===== src/rtl/hazard_bubble_ctrl_pkg.sv =====
// -----------------------------------------------------------------------------
// hazard_pkg
// Shared definitions for the ID/EX hazard bubble controller:
//   - FSM state enumeration
//   - default control-bundle and register-address widths
//   - bit offsets of the fields inside the ID/EX control bundle
// -----------------------------------------------------------------------------
package hazard_pkg;

    // Controller states: normal flow, load-use stall, branch flush
    typedef enum logic [1:0] {
        ST_IDLE  = 2'd0,
        ST_STALL = 2'd1,
        ST_FLUSH = 2'd2
    } hazard_state_t;

    // Default widths
    localparam int CTRL_W_DEF = 9;
    localparam int REG_AW_DEF = 5;

    // ID/EX control bundle layout (LSB first):
    // regDest[0], aluOp[2:1], aluSrc[3], mem[6:4], wb[8:7]
    localparam int REGDEST_OFF = 0;
    localparam int REGDEST_W   = 1;
    localparam int ALUOP_OFF   = 1;
    localparam int ALUOP_W     = 2;
    localparam int ALUSRC_OFF  = 3;
    localparam int ALUSRC_W    = 1;
    localparam int MEM_OFF     = 4;
    localparam int MEM_W       = 3;
    localparam int WB_OFF      = 7;
    localparam int WB_W        = 2;

endpackage


===== src/rtl/hazard_bubble_ctrl_mux.sv =====
// -----------------------------------------------------------------------------
// hazard_bubble_mux
// Combinational zero-or-pass selection of the ID/EX control bundle.
// A bubble is a bundle of all zeros, i.e. an instruction with no side effects.
// Ports:
//   bubble   in  1       1 = emit all-zero bundle, 0 = pass ctrl_in
//   ctrl_in  in  CTRL_W  decoded control bundle
//   ctrl_sel out CTRL_W  selected bundle (next value of the ID/EX register)
// -----------------------------------------------------------------------------
module hazard_bubble_mux #(
    parameter int CTRL_W = 9
) (
    input  logic              bubble,
    input  logic [CTRL_W-1:0] ctrl_in,
    output logic [CTRL_W-1:0] ctrl_sel
);

    // Select either the incoming bundle or an all-zero bubble
    always_comb begin
        ctrl_sel = '0;
        if (bubble) begin
            ctrl_sel = '0;
        end else begin
            ctrl_sel = ctrl_in;
        end
    end

endmodule


===== src/rtl/hazard_bubble_ctrl.sv =====
// -----------------------------------------------------------------------------
// hazard_bubble_ctrl
// Pipeline hazard controller: inserts bubbles into the ID/EX control register
// on load-use hazards (stalling PC and IF/ID) and on taken branches (flushing
// IF/ID). Branch flush always wins over a stall.
//
// Optional feature macro: HAZARD_STATS_EN adds a 16-bit saturating
// bubble-cycle counter on output stall_count.
//
// Ports:
//   clock         in   rising-edge clock
//   reset         in   synchronous active-low reset
//   ctrl_in       in   CTRL_W decoded control bundle from ID
//   id_rs, id_rt  in   REG_AW source registers of the instruction in ID
//   ex_mem_read   in   instruction in EX is a load
//   ex_rt         in   REG_AW load destination in EX
//   branch_taken  in   branch resolved taken this cycle
//   ctrl_out      out  registered ID/EX control bundle
//   pc_write      out  PC write enable
//   ifid_write    out  IF/ID write enable
//   ifid_flush    out  clear IF/ID this cycle
//   busy          out  controller is in a multi-cycle stall or flush
//   stall_count   out  (HAZARD_STATS_EN only) bubble cycles, saturating
// -----------------------------------------------------------------------------
module hazard_bubble_ctrl
    import hazard_pkg::*;
#(
    parameter int CTRL_W       = CTRL_W_DEF,
    parameter int REG_AW       = REG_AW_DEF,
    parameter int STALL_CYCLES = 1,
    parameter int FLUSH_CYCLES = 1
) (
    input  logic              clock,
    input  logic              reset,
    input  logic [CTRL_W-1:0] ctrl_in,
    input  logic [REG_AW-1:0] id_rs,
    input  logic [REG_AW-1:0] id_rt,
    input  logic              ex_mem_read,
    input  logic [REG_AW-1:0] ex_rt,
    input  logic              branch_taken,
    output logic [CTRL_W-1:0] ctrl_out,
    output logic              pc_write,
    output logic              ifid_write,
    output logic              ifid_flush,
    output logic              busy
`ifdef HAZARD_STATS_EN
    ,
    output logic [15:0]       stall_count
`endif
);

    localparam logic [2:0] STALL_RELOAD = 3'(STALL_CYCLES - 1);
    localparam logic [2:0] FLUSH_RELOAD = 3'(FLUSH_CYCLES - 1);

    hazard_state_t     state_r;
    hazard_state_t     state_next_s;
    logic [2:0]        cnt_r;
    logic [2:0]        cnt_next_s;
    logic              hazard_s;
    logic              bubble_s;
    logic              pc_write_s;
    logic              ifid_write_s;
    logic              ifid_flush_s;
    logic [CTRL_W-1:0] ctrl_sel_s;

    // Load-use hazard detection; register zero never carries a dependency
    assign hazard_s = ex_mem_read && (ex_rt != '0) &&
                      ((ex_rt == id_rs) || (ex_rt == id_rt));

    // Next-state, counter and per-cycle enable decode
    always_comb begin
        state_next_s = state_r;
        cnt_next_s   = cnt_r;
        bubble_s     = 1'b0;
        pc_write_s   = 1'b1;
        ifid_write_s = 1'b1;
        ifid_flush_s = 1'b0;
        if (!reset) begin
            // Hold the front end and clear IF/ID while in reset
            state_next_s = ST_IDLE;
            cnt_next_s   = 3'd0;
            pc_write_s   = 1'b0;
            ifid_write_s = 1'b0;
            ifid_flush_s = 1'b1;
        end else begin
            case (state_r)
                ST_IDLE: begin
                    if (branch_taken) begin
                        bubble_s     = 1'b1;
                        ifid_flush_s = 1'b1;
                        if (FLUSH_CYCLES > 1) begin
                            state_next_s = ST_FLUSH;
                            cnt_next_s   = FLUSH_RELOAD;
                        end else begin
                            state_next_s = ST_IDLE;
                            cnt_next_s   = 3'd0;
                        end
                    end else if (hazard_s) begin
                        bubble_s     = 1'b1;
                        pc_write_s   = 1'b0;
                        ifid_write_s = 1'b0;
                        if (STALL_CYCLES > 1) begin
                            state_next_s = ST_STALL;
                            cnt_next_s   = STALL_RELOAD;
                        end else begin
                            state_next_s = ST_IDLE;
                            cnt_next_s   = 3'd0;
                        end
                    end else begin
                        state_next_s = ST_IDLE;
                        cnt_next_s   = 3'd0;
                    end
                end
                ST_STALL: begin
                    bubble_s = 1'b1;
                    if (branch_taken) begin
                        // A taken branch makes the stalled instruction dead
                        ifid_flush_s = 1'b1;
                        if (FLUSH_CYCLES > 1) begin
                            state_next_s = ST_FLUSH;
                            cnt_next_s   = FLUSH_RELOAD;
                        end else begin
                            state_next_s = ST_IDLE;
                            cnt_next_s   = 3'd0;
                        end
                    end else begin
                        pc_write_s   = 1'b0;
                        ifid_write_s = 1'b0;
                        if (cnt_r == 3'd1) begin
                            state_next_s = ST_IDLE;
                            cnt_next_s   = 3'd0;
                        end else begin
                            cnt_next_s = cnt_r - 3'd1;
                        end
                    end
                end
                ST_FLUSH: begin
                    bubble_s     = 1'b1;
                    ifid_flush_s = 1'b1;
                    if (cnt_r == 3'd1) begin
                        state_next_s = ST_IDLE;
                        cnt_next_s   = 3'd0;
                    end else begin
                        cnt_next_s = cnt_r - 3'd1;
                    end
                end
                default: begin
                    state_next_s = ST_IDLE;
                    cnt_next_s   = 3'd0;
                end
            endcase
        end
    end

    hazard_bubble_mux #(
        .CTRL_W (CTRL_W)
    ) u_mux (
        .bubble   (bubble_s),
        .ctrl_in  (ctrl_in),
        .ctrl_sel (ctrl_sel_s)
    );

    // FSM state, bubble counter and ID/EX control register
    always_ff @(posedge clock) begin
        if (!reset) begin
            state_r  <= ST_IDLE;
            cnt_r    <= 3'd0;
            ctrl_out <= '0;
        end else begin
            state_r  <= state_next_s;
            cnt_r    <= cnt_next_s;
            ctrl_out <= ctrl_sel_s;
        end
    end

    assign pc_write   = pc_write_s;
    assign ifid_write = ifid_write_s;
    assign ifid_flush = ifid_flush_s;
    assign busy       = (state_r != ST_IDLE);

`ifdef HAZARD_STATS_EN
    // Saturating count of bubble cycles
    always_ff @(posedge clock) begin
        if (!reset) begin
            stall_count <= 16'd0;
        end else if (bubble_s && (stall_count != 16'hFFFF)) begin
            stall_count <= stall_count + 16'd1;
        end else begin
            stall_count <= stall_count;
        end
    end
`endif

endmodule


===== config.mk =====
export PLATFORM = sky130hd
export DESIGN_NAME = hazard_bubble_ctrl
export DESIGN_NICKNAME = d
export VERILOG_FILES = /design/src/rtl/hazard_bubble_ctrl_pkg.sv /design/src/rtl/hazard_bubble_ctrl_mux.sv /design/src/rtl/hazard_bubble_ctrl.sv
export SDC_FILE = /design/constraint.sdc
export NUM_CORES = 1
export LEC_CHECK = 0
export BUFFER_PORTS_ARGS = -buffer_cell sky130_fd_sc_hd__clkbuf_2
export CAP_MARGIN = 20
export CORE_MARGIN = 2
export CORE_UTILIZATION = 42
export DETAILED_ROUTE_END_ITERATION = 12
export PLACE_DENSITY = 0.77
export SETUP_SLACK_MARGIN = 0.15
export SLEW_MARGIN = 15
export SYNTH_ARGS = -nofsm -noshare
export SYNTH_HDL_FRONTEND = slang
export SYNTH_SLANG_ARGS = --single-unit

===== constraint.sdc =====
create_clock -name clock -period 1.97 [get_ports clock]
set_clock_uncertainty 0.2 [all_clocks]
set_input_delay 0.197 -clock clock [delete_from_list [all_inputs] [get_ports clock]]
set_output_delay 0.197 -clock clock [all_outputs]
set_load 0.05 [all_outputs]

==> impl_metrics.py <==
metrics = {
    "sta": {
        "report.final.hold_viol_count": 0,
        "fmax_mhz": 548.1,
        "slew_viol_final": 0,
        "rsz0062_at_grt": "yes",
        "max_slew_margin_pct": 76.10,
        "min_period_ns": 1.824,
        "finalSetupViolCount": 0,
        "finalCritPeriodShare_pct": 92.61,
        "tightestPinTransition_ns": 0.3581,
        "final.setup.tns_ns": 0,
    },
    "route": {
        "wl_per_cell_um": 12.75,
        "vias": 743,
        "ant_nets": 0,
        "drc": 0,
        "vias_per_cell": 4.794,
        "drtPass1Iterations": 5,
        "dr.first_iter.drc_count": 6,
        "routed_wl_um": 1977,
    },
    "floorplanning": {
        "die_x_um": 45.14,
        "initial_core_util_pct": 46.10,
        "io_pins": 41,
        "core_um2": 1541,
        "row_count": 14,
        "fp.dieH_um": 45.14,
        "die-area_um2": 2037,
    },
    "global_route": {
        "first_global_vias": 746,
        "antenna_found_initial": 0,
        "grtUsageTotal_pct": 20.96,
        "grt_overflow": 0,
        "grt_pass1_wl_um": 2967,
        "grt_max_degree": 10,
    },
    "place": {
        "dp.cells": 139,
        "io_buffers": 40,
        "place.gp.congestion": 0.7052,
        "hpwl_um": 1233,
    },
    "critical_path": {
        "end_kind": "primary output",
        "timing.rr.end": "ctrl_out[6]",
        "path_class": "in -> out",
        "rr_worst_depth": 6,
        "crit_arrival_ns": 1.43,
        "r2r_setup_slack_ns": 0.34,
        "critPathRequiredTime_ns": 1.57,
        "crit_fanout": 2,
        "setup.worst_path.start_class": "primary input",
        "r2r_start": "state_r[0]",
    },
    "power": {
        "switching_share_pct": 28.66,
        "p_per_area_nw_per_um2": 576.7,
        "clkPwrFrac_pct": 31.0,
        "ir_worst_vdd_uv": 402.5,
        "cellLeakagePower_nw": 0.5457,
        "pwr-share-seq_pct": 43.7,
        "power_frac_comb_pct": 25.3,
        "cellInternalPower_mw": 0.4767,
        "p_sw_mw": 0.1915,
    },
    "layout": {
        "stdcell_count": 155,
        "drive_gt1_share_pct": 45.32,
        "nets": 174,
        "layout_commonest_cell": "clkbuf_2",
        "area_growth_pct": 63.03,
        "antenna_cells": 0,
        "final_cell_mix": "clkbuf_2, nand2_1, dfxtp_1",
    },
    "clock_tree": {
        "cts_tree": "built",
        "clk_pin_slew_worst_paths_ns": 0.08,
        "cts_buffer_depth": 2,
        "clkSinkCount": 14,
        "htreeDepth": 1,
        "cts_made_buffers": 3,
        "worstSkewPairLatency_ns": 0.28,
        "cts-root-buf": "clkbuf_4",
    },
    "synth": {
        "seq_area_frac_synth_pct": 39.44,
        "yosysWarnings": 0,
        "ys_ff_latch": 14,
        "ys_types": 21,
        "synth_area_um2": 710.7,
        "syn_area_per_cell_um2": 8.667,
        "syn-instance-count": 82,
        "synth_fp_nets": 116,
    },
    "worst_hold_path": {
        "worstHoldPathType": "in -> reg",
        "holdCritStartpoint": "reset",
        "hold_depth": 3,
        "hold_end": "cnt_r[0]",
    },
    "run": {
        "max-cap-violations": 0,
    },
    "status": {
        "outcome": "completed",
    },
}
routing by layer:
layer,GRT usage [%],share of wire (%)
met1,18.92,37
met2,43.14,57
met3,6.000,5.5
met4,6.471,0.96
met5,0,0
cell usage after synthesis (all sizes together):
master	number	area [µm²]
dfxtp	14	280.3
nand2	13	48.80
a21oi	11	55.05
xnor2	11	96.34
ha	6	75.07
nor2	6	25.03
inv	5	18.77
buf	2	11.26
nand3	2	10.01
nor2b	2	12.51
o211ai	2	20.02
o21ai	2	10.01
a211oi	1	7.510
nand2b	1	6.260
o21a	1	7.510
o22ai	1	12.51
or2	1	6.260
or4	1	7.510
power groups by stage:
stage / Sequential, mW / Clock (mW) / Combinational [mW]
4_1_cts: 0.292 / 0.209 / 0.163
3_3_place_gp: 0.299 / 0 / 0.140
3_5_place_dp: 0.299 / 0 / 0.142
2_1_floorplan: 0.327 / 0 / 0.0615
6_report: 0.292 / 0.207 / 0.169
5_1_grt: 0.292 / 0.226 / 0.181
flip-flops by register name, indices dropped and copies added, names as in the netlist:
register  count
ctrl_out      9
cnt_r         3
state_r       2
through the flow:
| stage | total power [mW] | worst slack, ns | utilization (%) | area, µm² | hold slack, ns |
|---|---|---|---|---|---|
| 2_1_floorplan | 0.3890 | 0.01147 | - | 725.7 | 0.1131 |
| 3_3_place_gp | 0.4390 | 0.05579 | 61.85 | 953.4 | 0.2018 |
| 3_5_place_dp | 0.4415 | 0.03800 | 61.85 | 953.4 | 0.2029 |
| 4_1_cts | 0.6639 | 0.1359 | 73.30 | 1130 | 0.05951 |
| 5_1_grt | 0.6992 | 0.1174 | 75.16 | 1159 | 0.09835 |
| 6_report | 0.6681 | 0.1456 | 75.16 | 1159 | 0.08857 |
critical path, cell delays in order:
cell      delay (ns)
buf_6           0.09
or4_4           0.52
o211ai_2        0.20
nor2_2          0.07
a21oi_4         0.18
buf_8           0.17
logic make-up after synthesis:
logic type / Yosys count / synth area share, %
AND/OR/NAND/NOR: 26 / 16.38
AO/OA/AOI/OAI: 18 / 15.85
flip-flops: 14 / 39.44
XOR/XNOR: 11 / 13.56
buffers and inverters: 7 / 4.226
adder cells (fa/ha/maj): 6 / 10.56
cell type report:
class                           count  area [µm²]
Clock buffer                        4       36.28
Fill cell                         105       382.9
Inverter                            5       21.27
Multi-Input combinational cell     61       434.2
Sequential cell                    14       285.3
Tap cell                           16       20.02
Timing Repair Buffer               55       361.6
repair_timing:
action | CTS | global route
hold buffers | 9 | 0
endpoints found under the hold margin | 9 | 0
cloned | 0 | 0
setup buffers | 1 | 2
endpoints found under the setup margin | 2 | 2
gates resized for setup | 13 | 7
worst max path at each step:
stage,startpoint,to,cells after the start
floorplan,ex_rt[1],pc_write,5
global route,ex_rt[1],ifid_write,6
global placement,ex_rt[1],pc_write,6
detailed placement,ex_rt[1],ifid_write,6
finish,ex_rt[1],ifid_write,6
CTS,ex_rt[1],ifid_write,6
No activity file was read; power rests on OpenSTA's default activity.
